$ cat src/rtl/nw_pkg.sv
// ============================================================================
// Module : nw_pkg
// Purpose: Shared types, constants and sizing helpers for the
//          Needleman-Wunsch datapath (score width, matrix depth,
//          address width, address range check).
// Ports  : none (package)
// Rev    : 1.0  initial release
// ============================================================================
`default_nettype none

package nw_pkg;

  // Width of one signed alignment score
  localparam int SCORE_W = 9;

  // Number of entries in an (n+1)x(n+1) score matrix
  function automatic int depth_f(input int n);
    return (n + 1) * (n + 1);
  endfunction

  // Address port width; one bit wider than strictly needed so that
  // out-of-range addresses can be presented and rejected
  function automatic int addr_w_f(input int n);
    return $clog2(depth_f(n) - 1) + 1;
  endfunction

  // True when addr selects a real matrix entry
  function automatic logic addr_in_range(input int addr, input int depth);
    return (addr >= 0) && (addr < depth);
  endfunction

endpackage

`default_nettype wire

$ cat src/rtl/scores_ram.sv
// ============================================================================
// Module : scores_ram
// Purpose: Register-array storage for the (N+1)x(N+1) signed score matrix,
//          row-major. Synchronous write, registered 1-cycle read, read-first
//          on same-address collisions. Out-of-range writes are dropped and
//          out-of-range reads return zero.
// Ports  : clk        - clock, all state on rising edge
//          rst        - asynchronous active-low reset (clears dout and memory)
//          din        - signed score to write
//          en_din     - write-port enable
//          we         - write strobe (write needs en_din & we)
//          addr_din   - write address
//          en_dout    - read-port enable (dout holds when low)
//          addr_dout  - read address
//          dout       - registered signed read data
// Rev    : 1.0  initial release
// ============================================================================
`default_nettype none

module scores_ram
  import nw_pkg::*;
#(
  parameter int N           = 5,
  parameter int addr_lenght = $clog2(((N + 1) * (N + 1)) - 1)
) (
  input  logic                      clk,
  input  logic                      rst,
  input  logic signed [SCORE_W-1:0] din,
  input  logic                      en_din,
  input  logic                      we,
  input  logic [addr_lenght:0]      addr_din,
  input  logic                      en_dout,
  input  logic [addr_lenght:0]      addr_dout,
  output logic signed [SCORE_W-1:0] dout
);

  localparam int DEPTH = depth_f(N);
  // Bits actually needed to index the array; upper address bits only
  // matter for the range check
  localparam int IDX_W = (DEPTH > 1) ? $clog2(DEPTH) : 1;

  logic signed [SCORE_W-1:0] r_mem [DEPTH];
  logic signed [SCORE_W-1:0] r_dout;

  logic w_wr_ok;
  logic w_rd_ok;

  assign w_wr_ok = en_din && we && addr_in_range(int'(addr_din), DEPTH);
  assign w_rd_ok = addr_in_range(int'(addr_dout), DEPTH);

  // Read and write share one block so that the read samples the array
  // before the write's non-blocking update lands (read-first).
  always_ff @(posedge clk or negedge rst) begin
    if (!rst) begin
      r_dout <= '0;
      for (int i = 0; i < DEPTH; i++) begin
        r_mem[i] <= '0;
      end
    end else begin
      if (w_wr_ok) begin
        r_mem[addr_din[IDX_W-1:0]] <= din;
      end
      if (en_dout) begin
        r_dout <= w_rd_ok ? r_mem[addr_dout[IDX_W-1:0]] : '0;
      end
    end
  end

  assign dout = r_dout;

endmodule

`default_nettype wire

$ cat config.mk
export PLATFORM = sky130hd
export DESIGN_NAME = scores_ram
export DESIGN_NICKNAME = d
export VERILOG_FILES = /design/src/rtl/nw_pkg.sv /design/src/rtl/scores_ram.sv
export SDC_FILE = /design/constraint.sdc
export NUM_CORES = 1
export LEC_CHECK = 0
export ABC_CLOCK_PERIOD_IN_PS = 3400
export CORE_MARGIN = 10
export CORE_UTILIZATION = 52
export CTS_CLUSTER_SIZE = 10
export DETAILED_ROUTE_END_ITERATION = 10
export PLACE_DENSITY = 0.72
export SYNTH_ARGS = -nofsm -noshare
export SYNTH_HDL_FRONTEND = slang
export SYNTH_SLANG_ARGS = --single-unit
$ cat constraint.sdc
create_clock -name clk -period 3.4 [get_ports clk]
set_input_delay 0.85 -clock clk [delete_from_list [all_inputs] [get_ports clk]]
set_output_delay 0.85 -clock clk [all_outputs]
set_load 0.01 [all_outputs]
==> out/qor.yml <==
status:
  outcome: "complete, no violations"
setup_path:
  path_depth: 4
  critical-path-top-delay-family: "simple AND/OR/NAND/NOR gates"
  crit_required_ns: 3.79
  crit_type: "input port to flop"
  slowest_stage: "clkdlybuf4s50_1"
  cpPeakStageDelay_ns: 0.61
  cp.arrival_ns: 2.89
  cp_max_fo: 9
  crit_path_end_kind: "flop"
  cp_cell_sequence: "clkdlybuf4s50_1 > nor3_2 > nand2_1 > mux2_2"
  cp-start-kind: "input port"
  path_buf_inv: 1
  reg2reg_depth: 4
power_and_ir_drop:
  p_comb_share_pct: 8.5
  seqPwrFrac_pct: 49.2
  p_sw_share_pct: 22.7
  intPower_mw: 6.65
  powerDensity_nw_per_um2: 495
  p_switching_mw: 1.95
  ir_worst_vdd_v: 0.000522
  leakage_nw: 8.52
  p_total_mw: 8.60
  p_clk_share_pct: 42.2
floorplan:
  io_pins: 37
  start_util_pct: 53.0
  dieArea_um2: 36700
  die_y_um: 192
  rows: 62
  coreArea_um2: 28900
  die_w_um: 192
layout:
  areaGrowthSynthToFinish_pct: 13.6
  layout_commonest_cell: "dfrtp_1"
  drive_gt1_share_pct: 44.9
  layout_common_cells: "dfrtp_1 (333), mux2_2 (309), mux2i_1 (81), mux4_2 (45), buf_4 (42)"
  fin_util_pct: 60.2
  nets: 1102
grt:
  antenna_found_initial: 2
  grt_max_degree: 104
  grt_usage_pct: 20.1
  grt_pass1_wl_um: 56600
  overflow: 0
  grt_pass1_vias: 9447
place:
  numPortBuffers: 36
  dpl.hpwl_um: 23000
  routabilityCongestion: 0.885
route:
  vias_per_cell: 6.08
  first_pass_iters: 5
  drc: 0
  drt_wl_total_um: 35700
  dr_total_vias: 8905
  drt_iter0_markers: 673
  wl_per_cell_um: 24.4
  ant_nets: 0
clock_tree:
  cts_tree: "yes"
  numCtsBuffers: 39
  htree_levels: 2
  cts_setup_buffers: 0
  clockBufferDepth: 3
  cts_resized: 0
  hold_buffers: 0
  path_clk_slew_ns: 0.05
  root_buffer: "clkbuf_16"
  cts.sinks: 333
  insertion_delay_ns: 0.51
synth:
  synth_area_per_cell_um2: 15.0
  synthTopCellsByArea: "dfrtp_1 (54%), mux2_2 (23%), mux4_2 (6.6%), mux2i_1 (5.3%), a22oi_1 (1.8%)"
  synth_area_leader_cell: "dfrtp_1"
  synth_top_area_share_pct: 54.5
  synth_cells: 1022
  ys_seq_area_share_pct: 54.5
  synth_seq_cells: 333
  synth_area_um2: 15300
  synth_nets: 1050
  yosysWarnings: 0
  ys_types: 36
run:
  cap_violations: 0
timing:
  tightest_slew_ns: 1.01
  clock_skew_ns: 0.00736
  slew_violations: 0
  tns_ns: 0
  max_freq_mhz: 401
  relSlewSlack_pct: 32.2
  timing.hold.ws_ns: 0.392
  setup_viol: 0
  timing.final.crit_share_pct: 73.4
  rsz0062_at_grt: "false"
  period_needed_ns: 2.50
  hold_violations: 0
worst_hold_path:
  holdCritPathClass: "input port to async pin"
final timing paths:
kind                                        from                endpoint  slack [ns]
setup / recovery                     addr_din[2]  r_mem[320]$_DFFE_PN0P_        0.90
hold reg to reg            r_mem[37]$_DFFE_PN0P_   r_mem[37]$_DFFE_PN0P_        0.48
min in group clk           r_mem[37]$_DFFE_PN0P_   r_mem[37]$_DFFE_PN0P_        0.48
max in group asynchronous                    rst   r_mem[21]$_DFFE_PN0P_        2.15
setup reg to reg            r_mem[7]$_DFFE_PN0P_     dout[7]$_DFFE_PN0P_        1.62
hold / removal                               rst  r_mem[267]$_DFFE_PN0P_        0.39
state kept, by name, indices dropped and copies added, names as in the netlist:
name	flops
r_mem	324
dout	9
power groups by stage:
stage               clock, mW  sequential [mW]  combinational, mW
floorplan                   0             4.27              0.440
global placement            0             4.29              0.727
detailed placement          0             4.30              0.743
CTS                      3.71             4.23              0.746
global route             3.89             4.25              0.798
finish                   3.63             4.24              0.735
routing by layer:
layer  GRT usage [%]  routed length, µm  vias up
li1                -                  -     3898
met5               0                  0        -
met2            31.6              16900      229
met1            27.6              15900     4703
met4            6.22                877        0
met3            4.15               2050       75
layout make-up:
class / instances / area [µm²]
tap: 384 / 480
sequential: 333 / 8330
fill: 2264 / 11500
timing repair buffer: 85 / 832
antenna: 2 / 5.00
inverter: 3 / 11.3
multi-input combinational: 612 / 6650
clock buffer: 46 / 1060
cell usage after synthesis, drive strengths merged:
cell and number:
dfrtp 333, mux2 333, mux2i 81, nand2 46, mux4 45, clkbuf 40, a22oi 36, buf 34
and2 11, a21oi 9, a31oi 9, a32o 9, o311ai 9, nor3 5, nor2 4, nor3b 3
and3b 2, inv 2, nor2b 2, nor4 2, and3 1, clkinv 1, nand2b 1, nand4b 1
nand4bb 1, nor4b 1, nor4bb 1
per-stage QoR:
| step | cells | setup WS, ns | instance area, µm² |
|---|---|---|---|
| 2_1_floorplan | 1022 | 1.10 | 15300 |
| 3_3_place_gp | 1417 | 0.428 | 16300 |
| 3_5_place_dp | 1417 | 0.395 | 16300 |
| 4_1_cts | 1463 | 0.932 | 17400 |
| 5_1_grt | 1463 | 0.826 | 17400 |
| 6_report | 1465 | 0.903 | 17400 |
logic make-up (layout without fill, tap and decap cells):
group | after synthesis | count (layout) | share of synthesized area (%)
DFF | 333 | 333 | 54.5
AOI/OAI and AO/OA | 72 | 72 | 3.53
buffers and inverters | 77 | 134 | 2.15
muxes | 459 | 459 | 36.4
and+or+nand+nor | 81 | 81 | 3.44
other | 0 | 2 | 0
No activity file was read; power rests on OpenSTA's default activity.
==> RTL change (config.mk and constraints unchanged) <==
`N`: 5 -> 6.
--- a/src/rtl/scores_ram.sv
+++ b/src/rtl/scores_ram.sv
@@ -21,5 +21,5 @@
   import nw_pkg::*;
 #(
-  parameter int N           = 5,
+  parameter int N           = 6,
   parameter int addr_lenght = $clog2(((N + 1) * (N + 1)) - 1)
 ) (
Function: changed (a bounded check fails within 4 cycles, from zero or initial values and one cycle with rst low).
==> RTL change against the unedited design <==
- sequential cell count increased by 117
- total power increased by 34%
- routed wire length increased by 37%
- clock power increased by 32%
- count of clock-buffer cells in the layout increased by 14
- highest routed layer unchanged
- core utilization decreased by 0.98 points
- fmax decreased by 12%
- worst setup slack got worse by 350 ps
- clock skew increased by 8.8 ps
- area after synthesis increased by 35%
- global-route usage increased by 0.88 points
- final area increased by 35%
==> RTL change: results (changes against the unedited design) <==
sequential share of the synthesized area 0.543 (-0.00127); Distinct cells, synth 47 (+31%); Worst-Skew Late Latency 580 ps (+70 ps); initial antenna violation count 0 (-2); dpl cells 1883 (+33%); slowest library cell on the worst path nor3b_1; Top reg by flops r_mem; Post-synth top cells mux2_2, dfrtp_1, mux4_2; RR Endpoint dout[5]; Worst VDD drop 332 uV (-36%); first-iteration detailed-routing DRC count 926 (+38%); adder-cell share of the synthesized area 0 (unchanged); Top FF cell, synth dfrtp_1; XOR/XNOR Fraction of Synth Area 0 (unchanged); DR vias/cell 6.13 (+0.89%); Area contributors post-synth dfrtp_1, mux2_2, mux4_2; Clock power frac 0.417 (-0.005); layout cells sized above 1 0.528 (+0.0789); Static Leak 11.3 nW (+33%); Ys Warns 0 (unchanged); Worst Hold Class primary input to asynchronous set/reset pin; WL/cell 25.1 microns (+3.1%); Crit path arrival time 3290 ps (+400 ps); Detailed Place HPWL 31.8 mm (+38%); CP Capture Point r_mem[324]; mux cell area share after synthesis 0.374 (+0.00982); Ant. Diodes 0 (-2); DP Worst Slack 101 ps (-294 ps); number of CTS-inserted buffers 51 (+31%); gpl congestion 0.931 (+5.2%); pin count of the biggest net entering global routing 82 (-21%); Crit. Startpoint en_din; compound-gate portion of the synthesized area 0.0211 (-0.0142); Psw 2.64 mW (+35%); first-pass GRT wire length 77.6 mm (+37%); worst setup margin 551 ps (-352 ps); Max clock buf depth 3 (unchanged); delay of the slowest critical-path stage 570 ps (-40 ps); Post-CTS Setup Inserts 0 (unchanged); FF-to-FF path depth 5 (+1); flop-to-flop setup slack 1400 ps (-220 ps); hold slack final 209 ps (-183 ps); Total GRT Usage 0.210 (+0.00876); RR Startpoint r_mem[86]; drt first pass iters 5 (unchanged); Logic pwr share 0.085 (about the same); synthesized net count 1362 (+30%); PD cells 492 mW/mm^2 (-0.71%); fin cells 1943 (+33%); Least-Margin Pin Slew 1030 ps (+14.2 ps); Synth Area per Inst 15.5 sq um (+3.8%); status completed; clock-pin slew on the worst setup and hold paths 50 ps (about the same); Placed Instance Area 0.0221 sq mm (+35%); # fillers 2986 (+32%); max FFs per register 441 (+36%); clock skew 16.1 ps (+8.75 ps); CTS Root Cell clkbuf_16; vias in the first global route 12700 (+35%)
-- RTL change: cell types whose count changed after synthesis, sizes merged, moves of 8 or more --
cell	delta
and2	-8
mux2	+120
mux4	+63
a22oi	-29
nor2	+24
a32o	-9
clkbuf	+20
dfrtp	+117
nand3	+9
mux2i	-59
nor2b	+11
o311ai	-9
-- RTL change: cell type report --
class	count	area, sq um	area share
well taps	525	657	0.0280
multi-input cells	787	9040	0.386
clock buffers	60	1380	0.0590
repair buffers	118	1080	0.0462
flip-flops and latches	450	11300	0.481
inverters	3	11.3	0.000481
-- RTL change: per-layer routing --
metal  vias to the layer above  GRT usage  share of wire
met5                         -    0.00208              0
met3                        88     0.0351          0.049
li1                       5121          -              -
met1                      6439      0.288           0.44
met4                         0     0.0730          0.031
met2                       268      0.333           0.48
-- RTL change: worst max-delay path: cells and delay by family --
family | cells | cell delay (ps)
buffers and inverters | 2 | 680
AND/OR/NAND/NOR | 4 | 1340
multiplexers | 1 | 410
